File: config.mk
export PLATFORM = sky130hd
export DESIGN_NAME = sram_nrnw_lvt
export DESIGN_NICKNAME = d
export VERILOG_FILES = /design/src/rtl/sram_pkg.sv /design/src/rtl/dpsram.sv /design/src/rtl/sram_lvt.sv /design/src/rtl/sram_nrnw_lvt.sv
export SDC_FILE = /design/constraint.sdc
export NUM_CORES = 1
export LEC_CHECK = 0
export CORE_MARGIN = 2
export CORE_UTILIZATION = 25
export CTS_BUF_LIST = sky130_fd_sc_hd__clkbuf_4
export DETAILED_ROUTE_END_ITERATION = 12
export PLACE_DENSITY = 0.4
export SLEW_MARGIN = 20
export SYNTH_ARGS = -nofsm -noshare
export SYNTH_HDL_FRONTEND = slang
export SYNTH_HIERARCHICAL = 1
export SYNTH_SLANG_ARGS = --single-unit
File: constraint.sdc
create_clock -name clk -period 2.3 [get_ports clk]
set_clock_uncertainty 0.1 [all_clocks]
set_input_delay 0.69 -clock clk [delete_from_list [all_inputs] [get_ports clk]]
set_output_delay 0.69 -clock clk [all_outputs]
set_load 0.1 [all_outputs]
File: src/rtl/sram_pkg.sv
// Shared helpers for the LVT-based multi-port SRAM.
// Width functions and the LVT index type.
package sram_pkg;

  function automatic int clog2_min1(input int n);
    return (n > 1) ? $clog2(n) : 1;
  endfunction

  localparam int LVT_MAX_LW = 8;

  typedef logic [LVT_MAX_LW-1:0] lvt_idx_t;

endpackage

File: src/rtl/dpsram.sv
// Simple dual-port RAM bank: one write port, one registered read port.
// Read-first on same-address read/write; contents are not reset.
module dpsram #(
  parameter int W  = 32,
  parameter int N  = 16,
  parameter int AW = 4
) (
  input  logic          clk,
  input  logic          we,
  input  logic [AW-1:0] waddr,
  input  logic [W-1:0]  wdata,
  input  logic          re,
  input  logic [AW-1:0] raddr,
  output logic [W-1:0]  rdata
);

  logic [W-1:0] mem_q [N];
  logic [W-1:0] rdata_q;

  always_ff @(posedge clk) begin
    if (we) mem_q[waddr] <= wdata;
    if (re) rdata_q <= mem_q[raddr];
  end

  assign rdata = rdata_q;

endmodule

File: src/rtl/sram_lvt.sv
// Live value table: per-address index of the last winning write port.
// Lowest-indexed port wins same-address collisions.
module sram_lvt
  import sram_pkg::*;
#(
  parameter int N     = 16,
  parameter int NUM_W = 2,
  parameter int NUM_R = 2,
  parameter int AW    = clog2_min1(N),
  parameter int LW    = clog2_min1(NUM_W)
) (
  input  logic                clk,
  input  logic                rst,
  input  logic [NUM_W-1:0]    wen,
  input  logic [NUM_W*AW-1:0] waddr,
  input  logic [NUM_R*AW-1:0] raddr,
  output logic [NUM_R*LW-1:0] ridx,
  output logic                collide
);

  logic [LW-1:0] lvt_q [N];
  logic [LW-1:0] lvt_d [N];

  always_ff @(posedge clk or negedge rst) begin
    if (!rst) begin
      for (int i = 0; i < N; i++) lvt_q[i] <= '0;
    end else begin
      lvt_q <= lvt_d;
    end
  end

  // Descending order lets the lowest port overwrite the others.
  always_comb begin
    lvt_d = lvt_q;
    for (int w = NUM_W - 1; w >= 0; w--) begin
      if (wen[w]) lvt_d[waddr[w*AW +: AW]] = LW'(w);
    end
  end

  always_comb begin
    collide = 1'b0;
    for (int i = 0; i < NUM_W; i++) begin
      for (int j = i + 1; j < NUM_W; j++) begin
        if (wen[i] && wen[j] &&
            waddr[i*AW +: AW] == waddr[j*AW +: AW])
          collide = 1'b1;
      end
    end
  end

  always_comb begin
    ridx = '0;
    for (int g = 0; g < NUM_R; g++) begin
      ridx[g*LW +: LW] = lvt_q[raddr[g*AW +: AW]];
    end
  end

endmodule

File: src/rtl/sram_nrnw_lvt.sv
// NUM_R-read / NUM_W-write SRAM from replicated banks plus an LVT.
// Adds write-to-read forwarding, read-valid and a collision flag.
module sram_nrnw_lvt
  import sram_pkg::*;
#(
  parameter int NUM_R  = 2,
  parameter int NUM_W  = 2,
  parameter int W      = 32,
  parameter int N      = 16,
  parameter int BYPASS = 1,
  localparam int AW    = clog2_min1(N),
  localparam int LW    = clog2_min1(NUM_W)
) (
  input  logic                clk,
  input  logic                rst,
  input  logic [NUM_R-1:0]    ren,
  input  logic [NUM_R*AW-1:0] raddr,
  output logic [NUM_R*W-1:0]  rdata,
  output logic [NUM_R-1:0]    rvalid,
  input  logic [NUM_W-1:0]    wen,
  input  logic [NUM_W*AW-1:0] waddr,
  input  logic [NUM_W*W-1:0]  wdata,
  output logic                wcollide
);

  logic [W-1:0]        bank_rd [NUM_W][NUM_R];
  logic [NUM_R*LW-1:0] ridx;
  logic                collide;

  logic [LW-1:0]    idx_q [NUM_R];
  logic [LW-1:0]    idx_d [NUM_R];
  logic [W-1:0]     fwd_q [NUM_R];
  logic [W-1:0]     fwd_d [NUM_R];
  logic [NUM_R-1:0] hit_q, hit_d;
  logic [NUM_R-1:0] seen_q, seen_d;
  logic [NUM_R-1:0] rvalid_q, rvalid_d;
  logic             wcollide_q, wcollide_d;

  sram_lvt #(
    .N     (N),
    .NUM_W (NUM_W),
    .NUM_R (NUM_R),
    .AW    (AW),
    .LW    (LW)
  ) u_lvt (
    .clk     (clk),
    .rst     (rst),
    .wen     (wen),
    .waddr   (waddr),
    .raddr   (raddr),
    .ridx    (ridx),
    .collide (collide)
  );

  for (genvar w = 0; w < NUM_W; w++) begin : g_col
    for (genvar g = 0; g < NUM_R; g++) begin : g_row
      dpsram #(
        .W  (W),
        .N  (N),
        .AW (AW)
      ) u_bank (
        .clk   (clk),
        .we    (wen[w] & rst),
        .waddr (waddr[w*AW +: AW]),
        .wdata (wdata[w*W +: W]),
        .re    (ren[g] & rst),
        .raddr (raddr[g*AW +: AW]),
        .rdata (bank_rd[w][g])
      );
    end
  end

  always_ff @(posedge clk or negedge rst) begin
    if (!rst) begin
      for (int g = 0; g < NUM_R; g++) begin
        idx_q[g] <= '0;
        fwd_q[g] <= '0;
      end
      hit_q      <= '0;
      seen_q     <= '0;
      rvalid_q   <= '0;
      wcollide_q <= 1'b0;
    end else begin
      idx_q      <= idx_d;
      fwd_q      <= fwd_d;
      hit_q      <= hit_d;
      seen_q     <= seen_d;
      rvalid_q   <= rvalid_d;
      wcollide_q <= wcollide_d;
    end
  end

  always_comb begin
    idx_d      = idx_q;
    fwd_d      = fwd_q;
    hit_d      = hit_q;
    seen_d     = seen_q;
    rvalid_d   = ren;
    wcollide_d = collide;
    for (int g = 0; g < NUM_R; g++) begin
      if (ren[g]) begin
        seen_d[g] = 1'b1;
        idx_d[g]  = ridx[g*LW +: LW];
        hit_d[g]  = 1'b0;
        // Descending so the lowest matching port is the one kept.
        for (int w = NUM_W - 1; w >= 0; w--) begin
          if (BYPASS != 0 && wen[w] &&
              waddr[w*AW +: AW] == raddr[g*AW +: AW]) begin
            hit_d[g] = 1'b1;
            fwd_d[g] = wdata[w*W +: W];
          end
        end
      end
    end
  end

  // Zero until the first read so reset clears the visible data.
  always_comb begin
    rdata = '0;
    for (int g = 0; g < NUM_R; g++) begin
      if (seen_q[g])
        rdata[g*W +: W] = hit_q[g] ? fwd_q[g]
                                   : bank_rd[idx_q[g]][g];
    end
  end

  assign rvalid   = rvalid_q;
  assign wcollide = wcollide_q;

  for (genvar g = 0; g < NUM_R; g++) begin : g_rchk
    a_raddr: assert property (@(posedge clk) disable iff (!rst)
      ren[g] |-> int'(raddr[g*AW +: AW]) < N);
  end

  for (genvar w = 0; w < NUM_W; w++) begin : g_wchk
    a_waddr: assert property (@(posedge clk) disable iff (!rst)
      wen[w] |-> int'(waddr[w*AW +: AW]) < N);
  end

endmodule

==> summary.md <==
| Metric | Value |
|---|---|
| CTS tree | `done` |
| Die Ht | `594.3 µm` |
| RSZ-0062 raised after global routing | `yes` |
| Max clock buf depth | `4` |
| Pleak | `37.67 nW` |
| H-tree Lvls | `6` |
| Fin crit share | `158.3%` |
| Leading area contributor after synthesis | `edfxtp_1` |
| Worst path arrival time | `2.85 ns` |
| Least-Margin Pin Slew | `about 1.1 ns` |
| Final std cells w/o fill | `~10000` |
| Failing checks | `negative setup slack` |
| Period minus WS final | `3.641 ns` |
| # clock sinks | `2265` |
| Max IR drop VDD | `between 0.0005 and 0.0006 V` |
| DR WL/cell | `26.75 µm` |
| Top post-synthesis cells by area | `edfxtp_1 (75%), mux4_2 (13%), dfrtp_1 (2.6%)` |
| PortBufs | `roughly 150` |
| Initial core utilization | `25.14%` |
| Total iterations of the first detailed-routing run | `6` |
| Worst-Skew Late Latency | `1.33 ns` |
| Dominant synthesized flop cell | `edfxtp_1` |
| Largest net degree at the start of global routing | `62` |
| CP peak stage delay | `0.46 ns` |
| CTS root buf | `clkbuf_4` |
| Number of antenna violations at the first check in global routing | `39` |
| Fmax | `0.2746 GHz` |
| Core area | `0.3465 mm²` |
| Fin nets | `5471` |
| Pwr per Cell Area | `840.7 mW/mm²` |
| Placed cell count | `9261` |
| Number of I/O pins | `between 150 and 200` |
| Placer Congestion | `0.7611` |
| Syn nets | `~4200` |
| Async S/R FF share, synth | `under 10%` |
| Top cell type's share of synthesized area | `75.01%` |
| Row Count | `216` |
| Layout cells sized above 1 | `41.68%` |
| Synthesized area | `0.08711 mm²` |
| DIE AREA | `0.3532 mm²` |
| DP HPWL | `about 180000 µm` |
| CP cell instances | `buf_4 -> buf_12 -> mux2i_1 -> o21ai_1 -> buf_4 -> and2_1 -> buf_12` |
| Largest fanout on the critical path | `5` |
| Post-synthesis cell type count | `44` |
| Worst Path Required | `1.51 ns` |
| Overall Global Routing Usage | `15.54%` |
| PnR worst setup slack | `-1.341 ns` |
| Total grt overflow | `0` |
| Final hold vios | `0` |
| Maxcap violations | `0` |
| Final setup TNS | `-81.53 ns` |
| Post-route ant nets | `0` |
| Drt total wl | `278800 µm` |
| Final Max Tran Viols | `0` |
| Min-delay worst type | `input port to flop` |
| Slew HR | `28.34%` |
| Detailed router's first-iteration violation count | `~4200` |
| Pwr Total | `94.25 mW` |
| Warnings from Yosys | `6` |
| Seq/Total Area, Yosys | `slightly below 80%` |
| Worst setup SP type | `flop` |
| First-pass GRT wire length | `approximately 390000 µm` |
| Post-synthesis average cell area | `21.24 µm²` |
| Mapped Cells | `4101` |
| Critical Path End Type | `output port` |
| Slowest-stage cell, CP | `dfrtp_2` |
| Status | `finished, violations left` |
| Die width | `594.3 µm` |
| DR vias | `47290` |
| Post-synth EDFFs | `2176` |
| Reg2reg path depth | `3` |
| # setup viols final | `73` |
| DRC viols | `0` |
| Layout area overhead | `28.69%` |
| Crit Path Class | `flop to output port` |
| Clk slew on worst S/H paths | `approximately 0.060 ns` |
| Num CTS Buffers | `a little over 600` |
| WHS Path Cells | `5` |
| Vias in the first global route | `between 50000 and 60000` |
| Flops & latches, synth | `2265` |
| Avg Vias per Cell | `roughly 4.5` |
==> flip-flops by register name, summed over array words and instances (netlist names) <==
name	cells
fwd_q	64
idx_q	2
g_col.g_row.u_bank/rdata	128
rvalid	2
g_col.g_row.u_bank/mem_q	2048
wcollide	1
u_lvt/lvt_q	16
hit_q	2
seen_q	2
==> cells by family (layout without fill, tap and decap cells) <==
kind of cell	Yosys count	after routing	share of synthesized area, %
flops	2265	2265	77.57
mux	592	592	14.31
compound gates	487	487	3.980
simple gates	432	432	2.343
buf+inv	308	2035	1.633
xor+xnor	17	17	0.1709
other cells	0	18	0
==> per-layer routing <==
metal	GRT usage, %	part of all wire [%]	vias up
met3	3.232	6.1	384
li1	-	-	20220
met5	0	0.014	-
met2	25.79	49	1600
met4	4.287	2.2	6
met1	20.58	43	25080
==> worst paths after layout <==
kind                                                       startpoint                                  to  slack, ns
worst max-delay path                                         idx_q[0]                           rdata[45]      -1.34
worst max register to register  g_col[0].g_row[1].u_bank/mem_q[8][17]  g_col[0].g_row[1].u_bank/rdata[17]       0.47
min in group asynchronous                                         rst                           fwd_q[17]       0.33
max in group asynchronous                                         rst                            idx_q[1]       0.21
worst min register to register                              fwd_q[61]                           fwd_q[61]       0.42
worst min-delay path                                         raddr[0]   g_col[1].g_row[0].u_bank/rdata[3]       0.17
==> final cells by class <==
class / instances / area, µm²
repair buffers: 912 / 11710
well taps: 4578 / 5728
multi-input cells: 1528 / 19020
inverters: 69 / 259.0
fillers: 33470 / 234400
flip-flops and latches: 2265 / 67580
clock inverters: 142 / 922.1
clock buffers: 912 / 6847
diodes: 18 / 45.04
==> through the flow <==
stage | utilization [%] | worst slack, ns | area (µm²) | hold slack [ns]
floorplan | - | -0.3511 | 87500 | 0.2944
global placement | 29.74 | -0.8490 | 103000 | 0.4011
detailed placement | 29.74 | -0.9193 | 103000 | 0.4074
CTS | 32.30 | -1.549 | 111900 | 0.01194
global route | 32.35 | -1.496 | 112100 | 0.06642
finish | 32.36 | -1.341 | 112100 | 0.1709
==> synthesized netlist by cell type (2+ instances only) <==
| master | instances |
|---|---|
| clkbuf_1 | 110 |
| and2_1 | 41 |
| a311oi_1 | 32 |
| inv_1 | 69 |
| mux4_1 | 8 |
| a22oi_1 | 256 |
| nor3_1 | 50 |
| or2_2 | 2 |
| mux2_2 | 2 |
| buf_4 | 48 |
| buf_1 | 42 |
| xor2_1 | 10 |
| a31oi_1 | 9 |
| nor2_1 | 57 |
| buf_2 | 32 |
| dfrtp_1 | 89 |
| nand3b_1 | 8 |
| o211a_1 | 32 |
| a21oi_1 | 55 |
| nand3_1 | 8 |
| and3_1 | 3 |
| mux2i_1 | 70 |
| mux4_2 | 512 |
| nand2b_1 | 40 |
| or3b_2 | 4 |
| nor2b_1 | 14 |
| edfxtp_1 | 2176 |
| o21ai_0 | 34 |
| buf_6 | 6 |
| nand2_1 | 197 |
| xnor2_1 | 7 |
| o22ai_1 | 65 |
| and3b_1 | 2 |
==> report_power, final <==
| part | total, mW | switching, mW | internal (mW) |
|---|---|---|---|
| registers | 46.7 | 0.498 | 46.2 |
| clock network | 36.3 | 16.8 | 19.5 |
| logic | 11.3 | 6.54 | 4.76 |
| total | 94.2 | 23.9 | 70.4 |
==> cells in the final DEF, fill, tap and decap left out, drive strengths merged, types with 42 or more instances in the layout <==
cell,instances
clkinv,106
nand2,197
and2,42
mux4,520
inv,86
a21oi,55
clkbuf,915
nor3,50
dlygate4sd3,79
dfrtp,89
o22ai,65
edfxtp,2176
buf,802
nor2,57
a22oi,256
mux2i,70
==> critical path, delay by kind of cell, from the launching register on <==
kind / cells / cell delay, ns
compound gates: 1 / 0.16
buf+inv: 4 / 0.65
flops: 1 / 0.46
mux: 1 / 0.11
simple gates: 1 / 0.18
==> what timing repair did <==
action / 4_1_cts / 5_1_grt
cloned: 4 / 2
hold endpoints to repair: 2059 / 0
setup buffers: 2 / 10
pin swaps: 9 / 10
hold buffers: 79 / 0
resized for setup: 87 / 24
endpoints found under the setup margin: 67 / 71
(Power assumes the default switching activity.)
